<file path="src/rtl/axis_pretrigger_capture.sv">
// Pre/post-trigger capture sequencer gating an ADC sample stream to a ring-buffer writer.
// Latency: data, valid and tuser are zero-cycle combinational; state/trg_addr/complete are registered.
// Backpressure: none; tready is tied high and the downstream writer must accept every valid.
// Optional auto-trigger after N armed samples: define AXIS_PRETRIGGER_CAPTURE_AUTO_EN.
module axis_pretrigger_capture #(
   parameter int AXIS_TDATA_WIDTH = 32,
   parameter int CNTR_WIDTH       = 16
) (
   input  logic                        aclk,
   input  logic                        areset,
   input  logic                        run_flag,
   input  logic                        trg_flag,
   input  logic [CNTR_WIDTH-1:0]       pre_data,
   input  logic [CNTR_WIDTH-1:0]       tot_data,
`ifdef AXIS_PRETRIGGER_CAPTURE_AUTO_EN
   input  logic [CNTR_WIDTH-1:0]       auto_data,
`endif
   output logic [CNTR_WIDTH-1:0]       trg_addr,
   output logic                        complete,
   output logic [1:0]                  sts_data,
   output logic                        s_axis_tready,
   input  logic [AXIS_TDATA_WIDTH-1:0] s_axis_tdata,
   input  logic                        s_axis_tvalid,
   output logic [AXIS_TDATA_WIDTH-1:0] m_axis_tdata,
   output logic                        m_axis_tvalid,
   output logic                        m_axis_tuser
);

   typedef enum logic [1:0] {
      IDLE  = 2'd0,
      PRE   = 2'd1,
      ARMED = 2'd2,
      POST  = 2'd3
   } state_t;

   localparam logic [CNTR_WIDTH-1:0] ONE = {{(CNTR_WIDTH-1){1'b0}}, 1'b1};

   state_t                state;
   logic                  run_q;
   logic [CNTR_WIDTH-1:0] pre_len;
   logic [CNTR_WIDTH-1:0] tot_len;
   logic [CNTR_WIDTH-1:0] idx;
   logic [CNTR_WIDTH-1:0] cnt;
   logic [CNTR_WIDTH-1:0] idx_nxt;
   logic [CNTR_WIDTH-1:0] post_len;
   logic                  start;
   logic                  trig_hit;

   assign start    = run_flag & ~run_q;
   assign idx_nxt  = (idx == tot_len - ONE) ? '0 : idx + ONE;
   assign post_len = tot_len - pre_len - ONE;

`ifdef AXIS_PRETRIGGER_CAPTURE_AUTO_EN
   // auto_cnt holds the number of armed samples already seen, so the hit lands on sample auto_data
   logic [CNTR_WIDTH-1:0] auto_cnt;
   logic                  auto_hit;
   assign auto_hit = (auto_data != '0) && ((auto_cnt + ONE) == auto_data);
   assign trig_hit = s_axis_tvalid & (trg_flag | auto_hit);
`else
   assign trig_hit = s_axis_tvalid & trg_flag;
`endif

   assign s_axis_tready = 1'b1;
   assign m_axis_tdata  = s_axis_tdata;
   assign m_axis_tvalid = s_axis_tvalid & (state != IDLE);
   assign m_axis_tuser  = trig_hit & (state == ARMED);
   assign sts_data      = state;

   always_ff @(posedge aclk) begin
      if (areset) begin
         state    <= IDLE;
         run_q    <= 1'b0;
         pre_len  <= '0;
         tot_len  <= '0;
         idx      <= '0;
         cnt      <= '0;
         trg_addr <= '0;
         complete <= 1'b0;
`ifdef AXIS_PRETRIGGER_CAPTURE_AUTO_EN
         auto_cnt <= '0;
`endif
      end else begin
         run_q <= run_flag;
         case (state)
            IDLE: begin
               if (start) begin
                  pre_len  <= pre_data;
                  tot_len  <= tot_data;
                  idx      <= '0;
                  cnt      <= '0;
                  complete <= 1'b0;
`ifdef AXIS_PRETRIGGER_CAPTURE_AUTO_EN
                  auto_cnt <= '0;
`endif
                  state    <= (pre_data == '0) ? ARMED : PRE;
               end
            end
            default: begin
               if (!run_flag) begin
                  state    <= IDLE;
                  complete <= 1'b0;
               end else if (s_axis_tvalid) begin
                  idx <= idx_nxt;
                  case (state)
                     PRE: begin
                        cnt <= cnt + ONE;
                        if ((cnt + ONE) == pre_len) state <= ARMED;
                     end
                     ARMED: begin
`ifdef AXIS_PRETRIGGER_CAPTURE_AUTO_EN
                        auto_cnt <= auto_cnt + ONE;
`endif
                        if (trig_hit) begin
                           trg_addr <= idx;
                           cnt      <= post_len;
                           if (post_len == '0) begin
                              state    <= IDLE;
                              complete <= 1'b1;
                           end else begin
                              state <= POST;
                           end
                        end
                     end
                     POST: begin
                        cnt <= cnt - ONE;
                        // <= also ends a window whose counter was loaded with 0 from bad lengths
                        if (cnt <= ONE) begin
                           state    <= IDLE;
                           complete <= 1'b1;
                        end
                     end
                     default: ;
                  endcase
               end
            end
         endcase
      end
   end

endmodule

</file>
<file path="config.mk">
export PLATFORM = sky130hd
export DESIGN_NAME = axis_pretrigger_capture
export DESIGN_NICKNAME = d
export VERILOG_FILES = /design/src/rtl/axis_pretrigger_capture.sv
export SDC_FILE = /design/constraint.sdc
export NUM_CORES = 1
export LEC_CHECK = 0
export BUFFER_PORTS_ARGS = -buffer_cell sky130_fd_sc_hd__clkbuf_2
export CELL_PAD_IN_SITES_DETAIL_PLACEMENT = 1
export CELL_PAD_IN_SITES_GLOBAL_PLACEMENT = 2
export CORE_MARGIN = 2
export CORE_UTILIZATION = 32
export CTS_BUF_LIST = sky130_fd_sc_hd__clkbuf_16
export DETAILED_ROUTE_END_ITERATION = 6
export GPL_TIMING_DRIVEN = 0
export PLACE_DENSITY = 0.85
export SYNTH_ARGS = -nofsm -noshare
export SYNTH_HDL_FRONTEND = slang
export SYNTH_SLANG_ARGS = --single-unit
</file>
<file path="constraint.sdc">
create_clock -name aclk -period 4.7 [get_ports aclk]
set_clock_uncertainty 0.15 [all_clocks]
set_input_delay 1.41 -clock aclk [delete_from_list [all_inputs] [get_ports aclk]]
set_output_delay 1.41 -clock aclk [all_outputs]
set_load 0.01 [all_outputs]
</file>
==> impl_results.md <==
- I/O Pins: about 120
- TritonCTS clock tree: yes
- Via-to-Cell Ratio: between 5 and 6
- Number of max-cap violations: 0
- First-pass GRT wire length: roughly 37 mm
- PD cells: between 400 and 500 nW/um^2
- Critical path arrival: 4.42 ns
- # Post-CTS Setup Buffers: 0
- HP Class: register to register
- Die Height: around 150 um
- Cts repair resizes: 0
- Number of H-tree levels: 3
- RR Endpoint: sts_data[1]
- CP endpoint: sts_data[1]
- Final hold violation count: 0
- LEAKAGE: 3.07 nW
- Final worst slack: approximately 0.34 ns
- Busiest layer in global routing: met2
- Global route overflow: 0
- Largest net degree at the start of global routing: 15
- Slowest cell delay on critical path: 0.52 ns
- GRT Util Overall: between 20% and 30%
- Peak VDD IR: roughly 0.00022 V
- Synth top area cells: dfxtp_1 26%, nand2_1 8.5%, a21oi_1 6.5%, ha_1 5.2%, xnor2_1 4.8%
- DP Area: ~7200 um^2
- Most frequent cell after synthesis: nand2_1
- Area grow syn2layout: 16.1%
- Internal: between 0.0015 and 0.002 W
- Req. time, crit path: around 4.8 ns
- Dpl ws: between 0.2 and 0.3 ns
- Post-synth top cells: 146 x nand2_1, 84 x a21oi_1, 84 x dfxtp_1
- Slew Limit Fails: 0
- Critical-path cell list: ha_1, inv_1, fa_1, nor2b_1, o2111ai_1, a31o_1, xnor2_1, or4b_1, or4b_1, or3_1, o311ai_1, a311oi_1
- Net Sw Frac: roughly 45%
- CP max-delay cell: or4b_1
- Clk sinks: between 80 and 90
- Simple-Gate Fraction of Synth Area: a little over a quarter
- Worst Setup SP: tot_len[0]
- Syn Nets: 987
- Met3 Resource Use GR: roughly 4.0%
- Hold buffers post-CTS: 0
- Switch Pwr: 0.00144 W
- RSZ-0062 raised after global routing: false
- Status: complete, no violations
- CTS Buf Count: 9
- Layout cells sized above 1: between 10% and 20%
- Vias in the first global route: slightly below 7,000
- Clk slew on worst S/H paths: roughly 0.070 ns
- Critical Path Fanout Max: 7
- Rel. slew slack: 39.3%
- Initial core utilization: roughly a third
- Worst skew pair latency: roughly 0.35 ns
- Post-route cell area: between 7000 and 8000 um^2
- XOR/XNOR share of the synthesized area: under 10%
- Synth Area in Adders: around 5.7%
- Site Rows: just over 50
- Hpwl dp: approximately 18 mm
- Final worst-path cycle share: about 93%
- Share of power burned in registers: a little over a quarter
- Final WL: roughly 23 mm
- Mux cell area share after synthesis: 0.642%
- Post-synth top flop: dfxtp_1
- Antenna cells: 0
- Initial antenna violation count: 0
- CP dominant cell by count: or4b_1
- Clock Power Share: 21.7%
- Gate Count Post-Synth: just under 900
- Crit Path Category: register to register
- GRT met2 Usage: between 30% and 40%
- Nature of the critical path endpoint: register
- R2R cell count: 12
- Fmax: ~0.23 GHz
- Synth Warn #: 0
- Avg Synthesized Cell Area: approximately 7.2 um^2
- Mapped cell area: roughly 6400 um^2
- Fillers: between 2,000 and 3,000
- Asr flop ratio synth: 0%
- M1 GR Usage: approximately 31%
- Residual DRC count: 0
- CTS Buffer Depth: 2
- Power share of the combinational group: 51.2%
- Post-synthesis compound-gate area fraction: 23.6%
- Drt initial violations: between 300 and 400
- Worst-margin pin slew: around 0.9 ns
- Synthesis-stage register bit count: 84
- CP Launch Type: register
- PortBufs: 88
- Layout Nets: between 1,000 and 1,500
- Final setup violating endpoints: 0
- Antenna Nets Post-Route: 0
- Reg2Reg Launch Point: tot_len[0]
- TNS Setup: 0 ns
- R2r setup slk: approximately 0.34 ns
- First-pass iteration count of the detailed router: 5
- Top cell type by total area after synthesis: dfxtp_1
- Die ar.: approximately 21,000 um^2
- Core area: 19,600 um^2
- CTS Root Cell: clkbuf_16
- Drt wl/cell: ~19 um
- Fin crit period: roughly 4.4 ns
- Synth top area share: 26.1%
- Die X: about 150 um
- Main combinational cell family by area after synthesis: simple AND/OR/NAND/NOR gates
- Synth cell types: 70
- Sequential fraction of the synthesis area: between 20% and 30%
- DR vias: 6,779
- EDFF count, synth: 0
- Gpl congestion: 0.907
-- stage by stage --
| stage | std cells | util [%] | hold slack (ns) | power [W] |
|---|---|---|---|---|
| 3_3_place_gp | 1243 | 36.8 | 0.298 | 0.00245 |
| 4_1_cts | 1258 | 38.1 | 0.315 | 0.00316 |
| 3_5_place_dp | 1243 | 36.8 | 0.305 | 0.00247 |
| 2_1_floorplan | 890 | - | 0.296 | 0.00199 |
| 5_1_grt | 1258 | 38.1 | 0.338 | 0.00339 |
| 6_report | 1258 | 38.1 | 0.314 | 0.00316 |
-- flip-flops by register name, summed over array words and instances (netlist names) --
register and flops:
idx 16, sts_data 2, tot_len 16, pre_len 16, run_q 1, trg_addr 16, complete 1, cnt 16
-- power groups by stage --
stage | clock network (W) | registers (W) | logic, W
finish | 0.000685 | 0.000858 | 0.00162
global route | 0.000725 | 0.000867 | 0.00180
CTS | 0.000698 | 0.000858 | 0.00160
detailed placement | 0 | 0.000874 | 0.00159
global placement | 0 | 0.000872 | 0.00158
floorplan | 0 | 0.000841 | 0.00115
-- layer usage --
layer	routed length [um]	vias up	part of all wire, %
met5	0	-	0
met4	438	0	1.9
met3	1260	32	5.4
met2	10200	188	44
met1	11500	3240	49
li1	-	3319	-
-- how the worst min path moves through the flow --
stage,start,to,cells past startpoint
after floorplan,pre_len[5],pre_len[5],2
after global placement,trg_addr[13],trg_addr[13],2
after detailed placement,trg_addr[14],trg_addr[14],2
after CTS,trg_addr[14],trg_addr[14],2
after global routing,trg_addr[3],trg_addr[3],2
final,trg_addr[12],trg_addr[12],2
-- area by class of cell --
class	count	area, um^2	share of cell area, %
Inverter	34	128	1.71
Multi-Input combinational cell	683	4150	55.6
Timing Repair Buffer	88	440	5.89
Tap cell	265	332	4.44
Clock buffer	9	225	3.01
Buffer	89	473	6.33
Clock inverter	6	41.3	0.552
Sequential cell	84	1680	22.5
-- cell usage in the layout (no fill, tap or decap), types with 8 or more instances in the layout --
cell type / count
clkbuf_16: 9
a22oi_1: 11
nor3b_1: 18
a221o_1: 9
xor2_1: 20
dfxtp_1: 84
buf_4: 33
inv_1: 35
a21o_1: 15
nand2_1: 146
nor3_1: 27
clkbuf_1: 48
o21ai_0: 41
and3_1: 21
nand3_1: 22
nor2b_1: 9
a211oi_1: 8
nor2_1: 54
ha_1: 27
a21oi_1: 84
a31oi_1: 9
xnor2_1: 35
clkbuf_2: 88
nor4_1: 16
-- kinds of logic (layout without fill, tap and decap cells) --
group                      after synthesis  after routing
muxes                                    4              4
other                                    1              1
xor gates and xnor gates                55             55
AOI/OAI and AO/OA                      238            238
adders and majority gates               29             29
and+or+nand+nor                        356            356
DFF                                     84             84
buffers and inverters                  123            226
-- worst max-delay path, delay by kind of cell, from the launching register on --
family                   cells  cell delay (ns)
adder cells (fa/ha/maj)      2             0.67
AND/OR/NAND/NOR              4             1.59
AO/OA/AOI/OAI                4             1.03
XOR/XNOR                     1             0.20
flip-flops                   1             0.51
buffers and inverters        1             0.07
Power figures use the tool's default switching activity.
